**config.mk**
```make
export PLATFORM = sky130hd
export DESIGN_NAME = mem_port_arbiter_flat
export DESIGN_NICKNAME = d
export VERILOG_FILES = /design/src/rtl/mem_port_arbiter_if.sv /design/src/rtl/mem_port_arbiter.sv /design/src/flat_wrapper.sv
export SDC_FILE = /design/constraint.sdc
export NUM_CORES = 1
export LEC_CHECK = 0
export CORE_UTILIZATION = 34
export CTS_CLUSTER_DIAMETER = 40
export DETAILED_ROUTE_END_ITERATION = 8
export HOLD_SLACK_MARGIN = 0.03
export PLACE_DENSITY = 0.8
export REMOVE_ABC_BUFFERS = 1
export SLEW_MARGIN = 20
export SYNTH_ARGS = -nofsm -noshare
export SYNTH_HDL_FRONTEND = slang
export SYNTH_SLANG_ARGS = --single-unit
```
**constraint.sdc**
```tcl
create_clock -name clk -period 1.7 [get_ports clk]
set_input_delay 0.255 -clock clk [delete_from_list [all_inputs] [get_ports clk]]
set_output_delay 0.255 -clock clk [all_outputs]
set_load 0.02 [all_outputs]
```
**src/rtl/mem_port_arbiter_if.sv**
```systemverilog
// Memory-side bus of mem_port_arbiter: the arbiter is the master and the memory is the slave.
// Requests stay on the bus until m_ready; m_rvalid returns read data or a write acknowledge.
interface mem_port_arbiter_if #(
   parameter int AW = 32,
   parameter int DW = 32
);
   logic            m_req;
   logic            m_we;
   logic [AW-1:0]   m_addr;
   logic [DW-1:0]   m_wdata;
   logic [DW/8-1:0] m_be;
   logic            m_ready;
   logic            m_rvalid;
   logic [DW-1:0]   m_rdata;

   modport master (
      output m_req, m_we, m_addr, m_wdata, m_be,
      input  m_ready, m_rvalid, m_rdata
   );

   modport slave (
      input  m_req, m_we, m_addr, m_wdata, m_be,
      output m_ready, m_rvalid, m_rdata
   );
endinterface

```
**src/rtl/mem_port_arbiter.sv**
```systemverilog
// Shares one single-ported memory between instruction fetch (I) and load/store (D), one transaction at a time.
// Define ARB_RR_EN for round-robin arbitration; without it D always beats I.
module mem_port_arbiter #(
   parameter int AW      = 32,
   parameter int DW      = 32,
   parameter int TIMEOUT = 255
) (
   input  logic              clk,
   input  logic              rst_n,
   input  logic              i_req,
   input  logic [AW-1:0]     i_addr,
   output logic [DW-1:0]     i_rdata,
   output logic              i_valid,
   input  logic              fetch_flush,
   input  logic              d_req,
   input  logic              d_we,
   input  logic [AW-1:0]     d_addr,
   input  logic [DW-1:0]     d_wdata,
   input  logic [DW/8-1:0]   d_be,
   output logic [DW-1:0]     d_rdata,
   output logic              d_valid,
   mem_port_arbiter_if.master mem,
   output logic              stall_if,
   output logic              stall_mem,
   output logic              err
);
   localparam int BW = DW / 8;
   localparam int CW = $clog2(TIMEOUT + 1);
   localparam logic [CW-1:0] TMO = CW'(TIMEOUT);

   typedef enum logic [1:0] {S_IDLE, S_REQ, S_WAIT, S_RESP} state_t;

   state_t          state_q, state_d;
   logic            own_d_q, own_d_d;
   logic [AW-1:0]   addr_q, addr_d;
   logic            we_q, we_d;
   logic [DW-1:0]   wdata_q, wdata_d;
   logic [BW-1:0]   be_q, be_d;
   logic [DW-1:0]   rdata_q, rdata_d;
   logic [CW-1:0]   cnt_q, cnt_d;
   logic            discard_q, discard_d;
   logic            err_q, err_d;
   logic            pick_d;

`ifdef ARB_RR_EN
   // Set when the most recent grant went to D.
   logic            last_d_q, last_d_d;

   always_ff @(posedge clk) begin
      if (!rst_n) last_d_q <= 1'b0;
      else        last_d_q <= last_d_d;
   end

   assign pick_d = d_req & (~i_req | ~last_d_q);
`else
   assign pick_d = d_req;
`endif

   always_comb begin
      state_d   = state_q;
      own_d_d   = own_d_q;
      addr_d    = addr_q;
      we_d      = we_q;
      wdata_d   = wdata_q;
      be_d      = be_q;
      rdata_d   = rdata_q;
      cnt_d     = cnt_q;
      discard_d = discard_q;
      err_d     = err_q;
`ifdef ARB_RR_EN
      last_d_d  = last_d_q;
`endif
      case (state_q)
         S_IDLE: begin
            if (i_req | d_req) begin
               state_d   = S_REQ;
               own_d_d   = pick_d;
               addr_d    = pick_d ? d_addr : i_addr;
               we_d      = pick_d & d_we;
               wdata_d   = pick_d ? d_wdata : '0;
               be_d      = pick_d ? d_be : '1;
               discard_d = 1'b0;
               err_d     = 1'b0;
`ifdef ARB_RR_EN
               last_d_d  = pick_d;
`endif
            end
         end
         S_REQ: begin
            if (mem.m_ready) begin
               state_d = S_WAIT;
               cnt_d   = '0;
            end
         end
         S_WAIT: begin
            // A response arriving together with the timeout still counts as a normal completion.
            if (mem.m_rvalid) begin
               rdata_d = mem.m_rdata;
               state_d = S_RESP;
            end else if (cnt_q == TMO) begin
               rdata_d = '0;
               err_d   = 1'b1;
               state_d = S_RESP;
            end else begin
               cnt_d = cnt_q + CW'(1);
            end
         end
         S_RESP:  state_d = S_IDLE;
         default: state_d = S_IDLE;
      endcase
      // The memory transaction always runs to completion; a squashed fetch just hides its result.
      if (fetch_flush && !own_d_q && state_q != S_IDLE) discard_d = 1'b1;
   end

   always_ff @(posedge clk) begin
      if (!rst_n) begin
         state_q   <= S_IDLE;
         own_d_q   <= 1'b0;
         addr_q    <= '0;
         we_q      <= 1'b0;
         wdata_q   <= '0;
         be_q      <= '0;
         rdata_q   <= '0;
         cnt_q     <= '0;
         discard_q <= 1'b0;
         err_q     <= 1'b0;
      end else begin
         state_q   <= state_d;
         own_d_q   <= own_d_d;
         addr_q    <= addr_d;
         we_q      <= we_d;
         wdata_q   <= wdata_d;
         be_q      <= be_d;
         rdata_q   <= rdata_d;
         cnt_q     <= cnt_d;
         discard_q <= discard_d;
         err_q     <= err_d;
      end
   end

   assign mem.m_req   = (state_q == S_REQ);
   assign mem.m_we    = we_q & (state_q == S_REQ);
   assign mem.m_addr  = addr_q;
   assign mem.m_wdata = wdata_q;
   assign mem.m_be    = be_q;

   // A flush landing in the response cycle itself also suppresses the fetch result.
   assign i_valid   = (state_q == S_RESP) & ~own_d_q & ~discard_q & ~fetch_flush;
   assign d_valid   = (state_q == S_RESP) & own_d_q;
   assign i_rdata   = rdata_q;
   assign d_rdata   = rdata_q;
   assign err       = (state_q == S_RESP) & err_q;
   assign stall_if  = i_req & ~i_valid;
   assign stall_mem = d_req & ~d_valid;
endmodule

```
**src/flat_wrapper.sv**
```systemverilog
// flat-port wrapper written by rule: the top's interface ports become plain ports
module mem_port_arbiter_flat 
#(
   parameter int AW      = 32,
   parameter int DW      = 32,
   parameter int TIMEOUT = 255
)
  (clk, rst_n, i_req, i_addr, i_rdata, i_valid, fetch_flush, d_req, d_we, d_addr, d_wdata, d_be, d_rdata, d_valid, stall_if, stall_mem, err, mem_m_req, mem_m_we, mem_m_addr, mem_m_wdata, mem_m_be, mem_m_ready, mem_m_rvalid, mem_m_rdata);
  mem_port_arbiter_if #(.AW(AW), .DW(DW)) mem_i ();
  input  logic clk;
  input  logic rst_n;
  input  logic i_req;
  input  logic [AW-1:0] i_addr;
  output logic [DW-1:0] i_rdata;
  output logic i_valid;
  input  logic fetch_flush;
  input  logic d_req;
  input  logic d_we;
  input  logic [AW-1:0] d_addr;
  input  logic [DW-1:0] d_wdata;
  input  logic [DW/8-1:0] d_be;
  output logic [DW-1:0] d_rdata;
  output logic d_valid;
  output logic stall_if;
  output logic stall_mem;
  output logic err;
  output wire logic [$bits(mem_i.m_req)-1:0] mem_m_req;
  output wire logic [$bits(mem_i.m_we)-1:0] mem_m_we;
  output wire logic [$bits(mem_i.m_addr)-1:0] mem_m_addr;
  output wire logic [$bits(mem_i.m_wdata)-1:0] mem_m_wdata;
  output wire logic [$bits(mem_i.m_be)-1:0] mem_m_be;
  input wire logic [$bits(mem_i.m_ready)-1:0] mem_m_ready;
  input wire logic [$bits(mem_i.m_rvalid)-1:0] mem_m_rvalid;
  input wire logic [$bits(mem_i.m_rdata)-1:0] mem_m_rdata;
  assign mem_m_req = mem_i.m_req;
  assign mem_m_we = mem_i.m_we;
  assign mem_m_addr = mem_i.m_addr;
  assign mem_m_wdata = mem_i.m_wdata;
  assign mem_m_be = mem_i.m_be;
  assign mem_i.m_ready = mem_m_ready;
  assign mem_i.m_rvalid = mem_m_rvalid;
  assign mem_i.m_rdata = mem_m_rdata;
  mem_port_arbiter #(.AW(AW), .DW(DW), .TIMEOUT(TIMEOUT)) u_core (.clk(clk), .rst_n(rst_n), .i_req(i_req), .i_addr(i_addr), .i_rdata(i_rdata), .i_valid(i_valid), .fetch_flush(fetch_flush), .d_req(d_req), .d_we(d_we), .d_addr(d_addr), .d_wdata(d_wdata), .d_be(d_be), .d_rdata(d_rdata), .d_valid(d_valid), .mem(mem_i), .stall_if(stall_if), .stall_mem(stall_mem), .err(err));
endmodule
```
# After elaboration in Yosys (flattened, before gate mapping)
# Cells that the tools add are included.
dict set report word_totals {
  regBits 114
  output_inout_bits 139
  elab_cells 72
}
dict set report op_classes {
  addsub 1
  eq_ne 10
  mux 20
  bitwise 15
  n_reduce_logical 16
}
# cell n
set ops {}
lappend ops {{2-to-1 mux 32 bit} 4}
lappend ops {{2-to-1 mux 8 bit} 3}
lappend ops {{case mux 8 bit (2 select lines)} 1}
lappend ops {{nonzero test 2 bit} 6}
lappend ops {{AND 1 bit} 9}
lappend ops {{adder 8 x 1 -> 8 bit (second input constant)} 1}
lappend ops {{== test 8 bit (second input constant)} 1}
lappend ops {{2-to-1 mux 2 bit} 4}
lappend ops {{case mux 2 bit (4 select lines)} 1}
lappend ops {{AND reduction 4 bit} 2}
lappend ops {{!= test 2 x 1 -> 1 bit (second input constant)} 3}
lappend ops {{AND reduction 2 bit} 3}
lappend ops {{2-to-1 mux 1 bit} 5}
lappend ops {{inverter 1 bit} 5}
lappend ops {{== test 2 bit (second input constant)} 2}
lappend ops {{2-to-1 mux 4 bit} 1}
lappend ops {{!= test 2 bit (second input constant)} 2}
lappend ops {{!= test 3 x 2 -> 1 bit (second input constant)} 1}
lappend ops {{AND reduction 3 bit} 1}
lappend ops {{== test 2 x 1 -> 1 bit (second input constant)} 1}
lappend ops {{logical AND 1 bit} 2}
lappend ops {{logical NOT 2 bit} 1}
lappend ops {{case mux 1 bit (2 select lines)} 1}
lappend ops {{logical NOT 1 bit} 1}
lappend ops {{bitwise OR 1 bit} 1}

# Depth between registers and ports, before layout
dict set report logic_depth {
  word_depth 6
  depth_mapped 8
  depth_no_buf 6
}

# Worst setup path after synthesis
# No wires, ideal clock.
dict set report synth_timing {
  path_kind {register to output}
  startpoint {register u_core.state_q[1]}
  endpoint {output stall_if}
  arrival_ns 1.590
  required_time_ns 1.445
  setup_slack_ns -0.145
  stages_incl_launch_ff 4
  path_buffers 0
  path_cell_list {dfxtp_1 -> ha_1 -> nor4b_1 -> nor2b_1}
}
dict set report synth_between {
  elab_chain_len 6
}
# element line
set synth_rtl {}
lappend synth_rtl {{from (decl)} mem_port_arbiter.sv:33} ;# state_t state_q, state_d;
lappend synth_rtl {{from (signal assigned)} mem_port_arbiter.sv:128} ;# state_q <= state_d;
lappend synth_rtl {{== test 2 bit} mem_port_arbiter.sv:148} ;# assign i_valid = (state_q == S_RESP) & ~own_d_q & ~discard_q & ~fetch_flush;
lappend synth_rtl {{AND 1 bit (3 in a row)} mem_port_arbiter.sv:148}
lappend synth_rtl {{named net i_valid} flat_wrapper.sv:15} ;# output logic i_valid;
lappend synth_rtl {{inverter 1 bit} mem_port_arbiter.sv:153} ;# assign stall_if = i_req & ~i_valid;
lappend synth_rtl {{AND 1 bit} mem_port_arbiter.sv:153}
lappend synth_rtl {{to (decl)} flat_wrapper.sv:24} ;# output logic stall_if;
# The timed path passes the listed nets, and every way through them passes these cells.

# Worst setup path in the final report
dict set report layout_timing {
  startpoint {register u_core.state_q[0]}
  endpoint {register u_core.rdata_q[25] (netlist: u_core.d_rdata[25])}
}
dict set report layout_between {
  elab_chain_len 2
}
# element line
set layout_rtl {}
lappend layout_rtl {{== test 2 bit} mem_port_arbiter.sv:73} ;# case (state_q)
lappend layout_rtl {{AND reduction 2 bit (no line)} -}
lappend layout_rtl {{to (signal assigned)} mem_port_arbiter.sv:134} ;# rdata_q <= rdata_d;
lappend layout_rtl {{to (decl)} mem_port_arbiter.sv:39} ;# logic [DW-1:0] rdata_q, rdata_d;
# Every way passes these cells.
# A chain may end at the register's enable or synchronous reset.

==> flow_summary.json <==
{
  "dr.pass1.iters": 4,
  "ys.flop_type": "dfxtp_1",
  "critPathSlowestCell": "ha_2",
  "synth-edff-count": 0,
  "numCtsBuffers": 17,
  "min_period_ns": 1.708,
  "worstSkewPairLatency_ns": 0.41,
  "p_total_mw": 12.21,
  "ys_seq_area_share_pct": 47.34,
  "grt_overflow_total": 0,
  "cp.arrival_ns": 2.01,
  "synthDistinctLibCells": 44,
  "regArea_sq_um": 2285,
  "yosysTopAreaCell": "dfxtp_1",
  "synthCells": 518,
  "cp_cell_sequence": "buf_4, inv_1, ha_2, buf_4, a21oi_4, buf_12, a22o_1",
  "clkSlewWorstSetupHoldPaths_ns": 0.05,
  "diodes": 0,
  "drv_cap": 0,
  "multi_input_area_sq_um": 2137,
  "io_pins": 279,
  "drt_iter0_drc": 227,
  "slowest_delay_ns": 0.35,
  "min_path_cells": 4,
  "antenna_found_initial": 0,
  "p_per_area_nw_per_um2": 1435,
  "max-slew-margin-rel_pct": 78.81,
  "ys_ff_latch": 114,
  "reg2reg_from": "u_core.state_q[0]$_SDFFE_PN0P_",
  "crit_path_start_kind": "flip-flop",
  "ctsHoldBuffers": 0,
  "nFillCells": 1187,
  "drc": 0,
  "rows": 43,
  "die_h_um": 121.1,
  "grt_pass1_vias": 4639,
  "clock_sink_count": 114,
  "groute.layer.met1.usage_pct": 23.09,
  "drt-total-wl_um": 15210,
  "fin_nets": 920,
  "syn_area_sq_um": 4821,
  "crit_path_start": "u_core.state_q[0]$_SDFFE_PN0P_",
  "status": "finished with violations",
  "fmax_mhz": 585.6,
  "peakVddDrop_mv": 0.6545,
  "htreeDepth": 4,
  "cp.required_ns": 2.00,
  "setup_slack_ns": -0.007582,
  "cts_tree": "done",
  "power.leakage_nw": 3.597,
  "whs_ns": 0.3639,
  "final-setup-viol-count": 4,
  "grt_pass1_wl_um": 23110,
  "port-buffer-count": 278,
  "gp_congestion": 0.8071,
  "grt_max_degree": 60,
  "synth_top_area_share_pct": 47.34,
  "hp-class": "in -> reg",
  "crit_cells": 7,
  "num_vias": 4701,
  "grt_use_met2_pct": 35.11,
  "timing.critical_path.mode_cell": "buf_4",
  "async_flop_share_pct": 0,
  "cp_top_family": "buffers and inverters",
  "worstPathMaxFanout": 32,
  "clk_path_buf_depth": 2,
  "rsz0062_at_grt": "true",
  "viasPerCell": 4.856,
  "grt.busiest_layer": "met2",
  "hold_violations": 0,
  "start_util_pct": 34.73,
  "worst_pin_slew_ns": 0.3139,
  "grt_usage_pct": 20.58,
  "layout_commonest_cell": "clkdlybuf4s50_1",
  "post-route-period-util_pct": 100.4,
  "path_buf_inv": 4,
  "wl_per_cell_um": 15.71,
  "clock-root-buffer": "clkbuf_16",
  "endpoint": "u_core.d_rdata[25]$_SDFFE_PN0P_",
  "hpwl_um": 10790,
  "ant_nets": 0,
  "drive_above_1_share_pct": 12.06,
  "mostFrequentLayoutCells": "clkdlybuf4s50_1 (244), dfxtp_1 (112), nand2_1 (49), a21oi_1 (41), nor2_1 (40)",
  "r2r-end": "u_core.d_rdata[25]$_SDFFE_PN0P_",
  "fp.coreArea_sq_um": 13880,
  "reg2reg_slack_ns": -0.008,
  "drv_slew": 0,
  "die_w_um": 121.1,
  "yosysWarnings": 0,
  "cp-end-kind": "flip-flop",
  "ff2ff_path_depth": 7,
  "skew_ns": 0.003666,
  "die_area_sq_um": 14660,
  "grtUsageMet3_pct": 6.955,
  "syn_area_per_cell_sq_um": 9.307,
  "crit_type": "reg -> reg",
  "area_delta_synth_final_pct": 76.62,
  "fin_setup_tns_ns": -0.02331,
  "synthTopCellsByArea": "dfxtp_1 (47%), mux2i_1 (7.1%), a22o_1 (5.8%)",
  "violations": "setup timing"
}
[where the power goes]
part           switching [mW]  internal (mW)
logic                    2.49           2.29
registers               0.289           3.20
clock network            1.27           2.67
total                    4.05           8.16
[worst register-to-register path, cell delays in order, from the launching register on]
cell and delay [ns]:
dfxtp_2 0.32, buf_4 0.13, inv_1 0.11, ha_2 0.35, buf_4 0.22, a21oi_4 0.07
buf_12 0.16, a22o_1 0.25
[cell families after synthesis]
logic type / after synthesis / share of synthesized area, %
DFF: 114 / 47.34
adders and majority gates: 5 / 1.298
buffers and inverters: 79 / 9.655
AOI/OAI and AO/OA: 127 / 18.79
muxes: 36 / 7.527
and+or+nand+nor: 157 / 15.39
[cell usage after synthesis, types with 2 or more instances]
| master | count |
|---|---|
| dfxtp_1 | 114 |
| nand2_1 | 49 |
| a21oi_1 | 41 |
| nor2_1 | 40 |
| nand3_1 | 38 |
| mux2i_1 | 34 |
| a211oi_1 | 32 |
| a22o_1 | 32 |
| buf_4 | 32 |
| clkbuf_1 | 20 |
| buf_2 | 15 |
| nand3b_1 | 7 |
| a31oi_1 | 5 |
| buf_1 | 5 |
| ha_1 | 5 |
| o21ai_0 | 5 |
| buf_6 | 4 |
| nand4b_1 | 4 |
| nor2b_1 | 4 |
| and2_1 | 3 |
| nand2b_1 | 3 |
| inv_1 | 2 |
| mux2_2 | 2 |
| nor3_1 | 2 |
[per-layer routing]
layer / up-vias / wire [um] / share of wire [%]
li1: 2327 / - / -
met1: 2169 / 6194 / 41
met2: 174 / 7620 / 50
met3: 31 / 1023 / 6.7
met4: 0 / 370 / 2.4
met5: - / 0 / 0
[stage by stage]
stage | worst slack (ns) | cells | instance area [sq um] | utilization [%]
after CTS | 0.001463 | 966 | 8401 | 60.52
final | -0.007582 | 968 | 8514 | 61.34
after global routing | -0.06827 | 968 | 8514 | 61.34
after detailed placement | -0.2507 | 934 | 7724 | 55.64
after floorplan | -2.275 | 442 | 4367 | -
after global placement | -0.2327 | 934 | 7724 | 55.64
[timing repair]
| action | in CTS | in global routing |
|---|---|---|
| pin swaps | 0 | 1 |
| gates resized for setup | 38 | 28 |
| cloned | 0 | 1 |
| setup buffers | 0 | 1 |
| endpoints found under the hold margin | 0 | 0 |
| endpoints found under the setup margin | 50 | 106 |
[state kept, by name, summed over array words and instances, names as in the netlist]
register / count
u_core.d_rdata: 32
u_core.mem.m_addr: 32
u_core.mem.m_wdata: 32
u_core.cnt_q: 8
u_core.mem.m_be: 4
u_core.state_q: 2
u_core.discard_q: 1
u_core.err_q: 1
u_core.own_d_q: 1
u_core.we_q: 1
[worst min path at each step]
stage | slack, ns | endpoint | startpoint
3_5_place_dp | 0.44 | u_core.mem.m_wdata[14]$_SDFFE_PN0P_ | u_core.mem.m_wdata[14]$_SDFFE_PN0P_
6_report | 0.36 | u_core.own_d_q$_SDFFE_PN0P_ | d_req
3_3_place_gp | 0.44 | u_core.mem.m_wdata[9]$_SDFFE_PN0P_ | u_core.mem.m_wdata[9]$_SDFFE_PN0P_
2_1_floorplan | 0.38 | u_core.d_rdata[0]$_SDFFE_PN0P_ | mem_m_rdata[0]
5_1_grt | 0.38 | u_core.mem.m_wdata[24]$_SDFFE_PN0P_ | d_req
4_1_cts | 0.36 | u_core.own_d_q$_SDFFE_PN0P_ | d_req
[layout make-up]
cell class                      instances  share of cell area [%]
Clock buffer                           19                   5.320
Clock inverter                         13                   2.439
Inverter                                3                  0.1323
Multi-Input combinational cell        325                   25.10
Sequential cell                       114                   26.83
Tap cell                              180                   2.645
Timing Repair Buffer                  314                   37.53
(Power assumes the default switching activity.)
==> variant, RTL diff (same flow settings) <==
The option `ARB_RR_EN` is turned on by a define.
--- a/src/rtl/mem_port_arbiter.sv
+++ b/src/rtl/mem_port_arbiter.sv
@@ -1,5 +1,7 @@
 // Shares one single-ported memory between instruction fetch (I) and load/store (D), one transaction at a time.
 // Define ARB_RR_EN for round-robin arbitration; without it D always beats I.
+`define ARB_RR_EN
+
 module mem_port_arbiter #(
    parameter int AW      = 32,
    parameter int DW      = 32,
Behaviour: not the same (a bounded check fails within 10 cycles, from zero or initial values and one cycle with rst_n low).
==> variant against the original RTL <==
Synthesized cell count fell by 9.5%; design area up 0.51%; worst setup slack gained 11 ps; total power shrank 1.2%; synthesized area grew 0.44%; routed wire length up 3.3%; sequential cell count unchanged; clock power decreased by 8.9%.
==> variant: results (changes against the original RTL) <==
- Part of the Yosys area used for sequential elements: 47.13% (-0.21 points)
- Clock Buffer Count: 21 (+2)
- Filler cell count: 1082 (-8.8%)
- The multi-input gate share of total cell area was 26.05% (+0.95 points).
* Avg Cell Area, Syn: 10.32 um2 (+11%)
- The violation count after the first detailed-route iteration is 188 (-17%).
* Gate family responsible for the most delay along the worst path: simple AND/OR/NAND/NOR gates
- The tightest slew margin relative to the limit came to 74.76% (-4.0 points).
- The met3 usage in global routing was 6.391% (-0.56 points).
- Result of the run: finished, final reports clean
- The largest individual stage delay along the critical path comes from the cell or4_4.
* Highest fanout seen on the critical path: 5 (-84%)
- VDD IR max: 0.8287 mV (+27%)
* Number of cell instances on the worst register-to-register path: 6 (-1)
- Setup skew after layout: 13.66 ps (+9.991 ps)
- Largest stage delay on the critical path: 540 ps (+190 ps)
- The static leakage is 3.915 nW (+8.8%).
- Internal power of the cells: 8.145 mW (-0.23%)
* Number of global-route vias before repair: 4743 (+2.2%)
* Leading post-synthesis cells by cell area: dfxtp_1 47%, mux2i_1 7.2%, o211a_1 6.6%
- The fraction of met1 tracks used by global routing was 21.77% (-1.3 points).
- The number of non-clock buffers in the layout was 313 (-0.32%).
- The number of different library cells in the post-synthesis netlist is 42 (-4.5%).
* Fraction of layout instances using a drive strength above 1: 13.34% (+1.3 points)
- Final Util: 61.65% (+0.32 points)
- First-pass GRT wire length: 23200 um (+0.39%)
- Nonclk inv count: 4 (+1)
==> variant: changes by cell type after synthesis, moves of 32 or more <==
cell      unedited run  this run
a211oi_1            32         0
o211a_1              0        32
nand3_1             38         5
nor2b_1              4        38
a21oi_1             41         3
nor2_1              40         4
a22oi_1              1        34
==> variant: power groups by stage <==
stage               clock [mW]  sequential (mW)  combinational [mW]
floorplan                    0             4.18                1.47
global placement             0             3.53                4.45
detailed placement           0             3.56                4.55
CTS                       3.66             3.53                4.62
global route              3.78             3.60                5.27
finish                    3.59             3.54                4.94
==> variant: timing repair <==
| action | 4_1_cts | 5_1_grt |
|---|---|---|
| pin swaps | 1 | 1 |
| resized for setup | 42 | 40 |
| cloned | 0 | 3 |
| setup endpoints to repair | 18 | 132 |
| setup buffers | 0 | 1 |
==> variant: logic make-up (layout without fill, tap and decap cells) <==
logic type | after synthesis | count (layout) | synth area share, %
AOI/OAI and AO/OA | 132 | 132 | 23.26
DFF | 114 | 114 | 47.13
and+or+nand+nor | 110 | 110 | 11.76
buffers and inverters | 73 | 346 | 9.328
muxes | 35 | 35 | 7.235
adders and majority gates | 5 | 5 | 1.292
==> variant: final timing paths <==
kind                                     start                                end  slack (ps)
max reg2reg     u_core.state_q[1]$_SDFFE_PN0P_       u_core.cnt_q[7]$_SDFFE_PN0P_           3
min reg2reg  u_core.mem.m_addr[4]$_SDFFE_PN0P_  u_core.mem.m_addr[4]$_SDFFE_PN0P_         500
min                                      rst_n    u_core.mem.m_be[1]$_SDFFE_PN0P_         270
max             u_core.state_q[1]$_SDFFE_PN0P_       u_core.cnt_q[7]$_SDFFE_PN0P_           3
